$ cat config.mk
export PLATFORM = sky130hd
export DESIGN_NAME = ysyx_22050710_wb_stage
export DESIGN_NICKNAME = d
export VERILOG_FILES = /design/src/rtl/ysyx_22050710_wb_stage.sv
export SDC_FILE = /design/constraint.sdc
export NUM_CORES = 1
export LEC_CHECK = 0
export BUFFER_PORTS_ARGS = -buffer_cell sky130_fd_sc_hd__clkbuf_2
export CAP_MARGIN = 20
export CORE_AREA = 3 3 368 370
export CTS_BUF_LIST = sky130_fd_sc_hd__clkbuf_8
export CTS_CLUSTER_DIAMETER = 30
export CTS_CLUSTER_SIZE = 40
export DETAILED_ROUTE_END_ITERATION = 6
export DIE_AREA = 0 0 371 373
export HOLD_SLACK_MARGIN = 0.02
export PLACE_DENSITY = 0.38
export SLEW_MARGIN = 25
export SYNTH_ARGS = -nofsm -noshare
export SYNTH_HDL_FRONTEND = slang
export SYNTH_SLANG_ARGS = --single-unit
$ cat constraint.sdc
create_clock -name i_clk -period 4.9 [get_ports i_clk]
set_input_delay 0.735 -clock i_clk [delete_from_list [all_inputs] [get_ports i_clk]]
set_output_delay 0.735 -clock i_clk [all_outputs]
set_load 0.03 [all_outputs]
$ cat src/rtl/ysyx_22050710_wb_stage.sv
// Write-back stage: registers the memory-stage bus, drives the GPR/CSR write ports, the decode
// bypass bus, the commit trace and the retired-instruction counter.
module ysyx_22050710_wb_stage #(
  parameter int unsigned WORD_WD         = 64,
  parameter int unsigned PC_WD           = 64,
  parameter int unsigned INST_WD         = 32,
  parameter int unsigned GPR_ADDR_WD     = 5,
  parameter int unsigned CSR_ADDR_WD     = 12,
  parameter int unsigned MS_TO_WS_BUS_WD = 147,
  parameter int unsigned BYPASS_BUS_WD   = 145,
  parameter int unsigned DEBUG_BUS_WD    = 227
) (
  input  logic                       i_clk,
  input  logic                       i_rst,
  output logic                       o_ws_allowin,
  input  logic                       i_ms_to_ws_valid,
  input  logic [MS_TO_WS_BUS_WD-1:0] i_ms_to_ws_bus,
  input  logic [DEBUG_BUS_WD-1:0]    i_debug_ms_to_ws_bus,
  input  logic                       i_commit_stall,
  output logic                       o_gpr_wen,
  output logic [GPR_ADDR_WD-1:0]     o_gpr_waddr,
  output logic [WORD_WD-1:0]         o_gpr_wdata,
  output logic                       o_csr_wen,
  output logic [CSR_ADDR_WD-1:0]     o_csr_waddr,
  output logic [WORD_WD-1:0]         o_csr_wdata,
  output logic [BYPASS_BUS_WD-1:0]   o_ws_to_ds_bypass_bus,
  output logic                       o_debug_commit,
  output logic [PC_WD-1:0]           o_debug_pc,
  output logic [PC_WD-1:0]           o_debug_dnpc,
  output logic [INST_WD-1:0]         o_debug_inst,
  output logic                       o_debug_memen,
  output logic [WORD_WD-1:0]         o_debug_memaddr,
  output logic [63:0]                o_retire_cnt
);

  typedef struct packed {
    logic                   gpr_wen;
    logic [GPR_ADDR_WD-1:0] rd;
    logic [WORD_WD-1:0]     gpr_result;
    logic                   csr_wen;
    logic [CSR_ADDR_WD-1:0] csr;
    logic [WORD_WD-1:0]     csr_result;
  } ms_bus_t;

  typedef struct packed {
    logic               valid;
    logic               addnop;
    logic [INST_WD-1:0] inst;
    logic [PC_WD-1:0]   pc;
    logic [PC_WD-1:0]   dnpc;
    logic               memen;
    logic [WORD_WD-1:0] memaddr;
  } dbg_bus_t;

  logic     ws_valid_q;
  ms_bus_t  ms_bus_q;
  dbg_bus_t dbg_bus_q;
  logic [63:0] retire_cnt_q;

  logic ws_ready_go;
  logic ws_allowin;
  logic fire;
  logic commit;

  assign ws_ready_go = !i_commit_stall;
  // Last stage: nothing downstream can refuse, only the environment stall.
  assign ws_allowin  = !ws_valid_q || ws_ready_go;
  assign fire        = ws_valid_q && ws_ready_go;
  assign commit      = fire && dbg_bus_q.valid && !dbg_bus_q.addnop;

  always_ff @(posedge i_clk) begin
    if (i_rst) begin
      ws_valid_q   <= 1'b0;
      ms_bus_q     <= '0;
      dbg_bus_q    <= '0;
      retire_cnt_q <= '0;
    end else begin
      if (ws_allowin) begin
        ws_valid_q <= i_ms_to_ws_valid;
      end
      if (ws_allowin && i_ms_to_ws_valid) begin
        ms_bus_q  <= i_ms_to_ws_bus;
        dbg_bus_q <= i_debug_ms_to_ws_bus;
      end
      if (commit) begin
        retire_cnt_q <= retire_cnt_q + 64'd1;
      end
    end
  end

  always_comb begin
    o_ws_allowin    = ws_allowin;
    o_gpr_wen       = fire && ms_bus_q.gpr_wen && (ms_bus_q.rd != '0);
    o_gpr_waddr     = ms_bus_q.rd;
    o_gpr_wdata     = ms_bus_q.gpr_result;
    o_csr_wen       = fire && ms_bus_q.csr_wen;
    o_csr_waddr     = ms_bus_q.csr;
    o_csr_wdata     = ms_bus_q.csr_result;
    o_debug_commit  = commit;
    o_debug_pc      = '0;
    o_debug_dnpc    = '0;
    o_debug_inst    = '0;
    o_debug_memen   = 1'b0;
    o_debug_memaddr = '0;
    o_retire_cnt    = retire_cnt_q;
    o_ws_to_ds_bypass_bus = '0;
    if (ws_valid_q) begin
      o_debug_pc      = dbg_bus_q.pc;
      o_debug_dnpc    = dbg_bus_q.dnpc;
      o_debug_inst    = dbg_bus_q.inst;
      o_debug_memen   = dbg_bus_q.memen;
      o_debug_memaddr = dbg_bus_q.memaddr;
      // Result is final even while stalled, so decode may forward it.
      o_ws_to_ds_bypass_bus = {
        ms_bus_q.gpr_wen ? ms_bus_q.rd         : {GPR_ADDR_WD{1'b0}},
        ms_bus_q.gpr_wen ? ms_bus_q.gpr_result : {WORD_WD{1'b0}},
        ms_bus_q.csr_wen ? ms_bus_q.csr        : {CSR_ADDR_WD{1'b0}},
        ms_bus_q.csr_wen ? ms_bus_q.csr_result : {WORD_WD{1'b0}}
      };
    end
  end

endmodule
==> reports/summary.txt <==
clock sinks: 439
Max Freq: 264 MHz
final wirelength: 95800 µm
Core Region: 133000 µm²
fin worst setup slack: 1.11 ns
# DRC: 0
ys flop type: dfxtp_1
Yosys reg bits: 439
combinational share of power: 10.2%
sequential fraction of the synthesis area: 45.5%
via count: 20400
Sw Ratio: 27.9%
layout cell share with drive strength beyond 1: 35.4%
hpwl dp: 71200 µm
post-cts resize count: 0
met3 layer usage reported by global route: 4.47%
worst reg2reg setup slack: 1.85 ns
Syn Inst Count: 2559
setup TNS: 0 ns
Setup-failing EPs final: 0
final hold viol count: 0
Clk network pwr share: 55.7%
initial DRC count: 979
most common cell in the netlist: nand2_1
met2 usage: 22.9%
Starting Density: 14.5%
layer with the highest usage: met2
Final Wtd Congestion: 0.811
Row Count: 134
Worst-Margin Slew: 0.977 ns
ratio of final minimum period to clock period: 77.3%
met1 track demand over resource: 15.1%
Area Growth Syn to Fin: 49.9%
htree depth: 4
EDFF count, synth: 0
WHS: 0.148 ns
Reg power frac: 34.2%
Internal Power: 8.29 mW
Die Ht: 373 µm
post-synth top area cell: dfxtp_1
first-pass GRT wire length: 137000 µm
TritonCTS clock tree: done
Max transition margin: 34.9%
DRT antenna net count: 0
Synth area leaders: dfxtp_1, nand2_1, a21oi_1
worst vdd ir: 0.218 mV
Synth top cells by count: nand2_1, dfxtp_1, a21oi_1
vias in the first global route: 20200
Clock Tree Buf Depth: 3
Port Buf Inserts: 960
total power: 11.5 mW
Finished Layout Cells: 5323
WHS Endpoint: dbg_bus_q[144]
dpl ws: 1.77 ns
sw power: 3.21 mW
maxcap violations: 0
drt wl/cell: 18.0 µm
status: finished, final reports clean
reg2reg end: o_retire_cnt[56]
LEAKAGE: 13.8 nW
final core utilization: 21.8%
via/cell ratio: 3.84
Clock transition at path regs: 0.05 ns
Detailed Routing Iterations Pass 1: 7
R2R cell count: 5
Post-Syn Area: 19300 µm²
WHS Path Cells: 3
CP Data Arrival Time: 3.05 ns
worst-skew pair later-pin latency: 0.82 ns
initial antenna violation count: 8
placed instance count: 4986
ys async rst share: 0%
Hold WC Path Type: primary input to register
crit path capture type: output pin
synthesis warning total: 0
I/O Pins: 961
Design Area, Final: 29000 µm²
worst r2r src: ws_valid_q
PwrDens: 397 nW/µm²
top cell type's share of synthesized area: 45.5%
max-slew violations: 0
GRT Total Usage: 13.2%
CTS root buffer: clkbuf_8
die area: 138000 µm²
Layout Nets: 3807
RSZ-0062 raised after global routing: false
hold_sp: i_debug_ms_to_ws_bus[144]
Placed Area: 25000 µm²
clock buffer count from CTS: 150
Tmin final: 3.79 ns
Synth Net Count: 2938
grt total ovfl: 0
critical path class: register to output pin
critical path required time: 4.16 ns
largest net degree at the start of global routing: 126
Mean Syn Cell Area: 7.55 µm²
Critical Path Fanout Max: 90
chip width: 371 µm
Startpoint Class: register
Setup Skew: 0.0403 ns
Unique masters post-synth: 32
critical path: stages, from the launching register on:
cell,delay (ns)
dfxtp_4,0.90
buf_12,0.33
nand2_1,0.32
nor2_1,0.27
clkbuf_2,0.25
state kept, by name (all words and copies together), names as in the netlist:
signal	cells
o_csr_waddr	12
o_gpr_wdata	64
o_gpr_waddr	5
dbg_bus_q	227
ws_valid_q	1
o_retire_cnt	64
ms_bus_q	2
o_csr_wdata	64
timing repair:
action | CTS | global route
setup endpoints to repair | 0 | 0
setup buffers | 0 | 0
hold buffers | 58 | 0
hold endpoints to repair | 58 | 0
layout by cell type (no fill, tap or decap), types with 7 or more instances in the layout:
master         Yosys  layout
o31ai_1            7       7
clkbuf_2           0     959
clkinv_2           0      29
o21ai_0           16      16
nor2_1            44      44
o21ai_1            7       7
xor2_1            21      21
clkbuf_8           0     191
a21oi_1          406     406
nand4_1           20      20
buf_4            145      28
xnor2_1           12      12
nand3_1           22      22
inv_1              8      42
and2_1           226     225
buf_12             0      12
nand2_1          776     775
or3_1             23      23
bufinv_16          0      12
dlygate4sd3_1      0      58
and3_1           154     154
or4_1              7       7
nor3_1             7       7
dfxtp_1          439     436
how the worst max path moves through the flow:
stage | slack (ns) | from | to
finish | 1.11 | ws_valid_q | o_csr_wen
global route | 0.72 | ws_valid_q | o_csr_wen
CTS | 0.83 | ws_valid_q | o_csr_wen
detailed placement | 1.77 | ws_valid_q | o_retire_cnt[56]
global placement | 1.76 | ws_valid_q | o_csr_wen
floorplan | 2.43 | ws_valid_q | o_gpr_wen
area by class of cell:
class                           instances  area [µm²]
Antenna cell                            3        7.51
Tap cell                             1768        2210
Timing Repair Buffer                 1058        5850
Multi-Input combinational cell       1771        8690
Sequential cell                       439        8800
Clock buffer                          191        2630
Clock inverter                         85         754
Inverter                                8        30.0
Fill cell                           15200      104000
cells by family (layout without fill, tap and decap cells):
kind of cell | count (synthesis) | count (layout) | synth area share, %
other | 0 | 3 | 0
adders and majority gates | 1 | 1 | 0.0647
xor gates and xnor gates | 33 | 33 | 1.50
and+or+nand+nor | 1300 | 1300 | 31.9
buffers and inverters | 349 | 1342 | 9.62
AOI/OAI and AO/OA | 437 | 437 | 11.4
DFF | 439 | 439 | 45.5
routing by layer:
| layer | routed length (µm) | part of all wire (%) |
|---|---|---|
| met2 | 47700 | 50 |
| met3 | 7020 | 7.3 |
| met1 | 39000 | 41 |
| met4 | 2100 | 2.2 |
| met5 | 40 | 0.042 |
power by group through the flow:
stage	clock network, mW	logic (mW)	registers, mW
3_3_place_gp	0	1.15	4.00
4_1_cts	6.62	1.19	3.93
6_report	6.40	1.17	3.93
5_1_grt	6.84	1.28	3.95
2_1_floorplan	0	0.781	3.90
3_5_place_dp	0	1.15	4.00
Note: power is estimated with default switching activity, not from simulation.
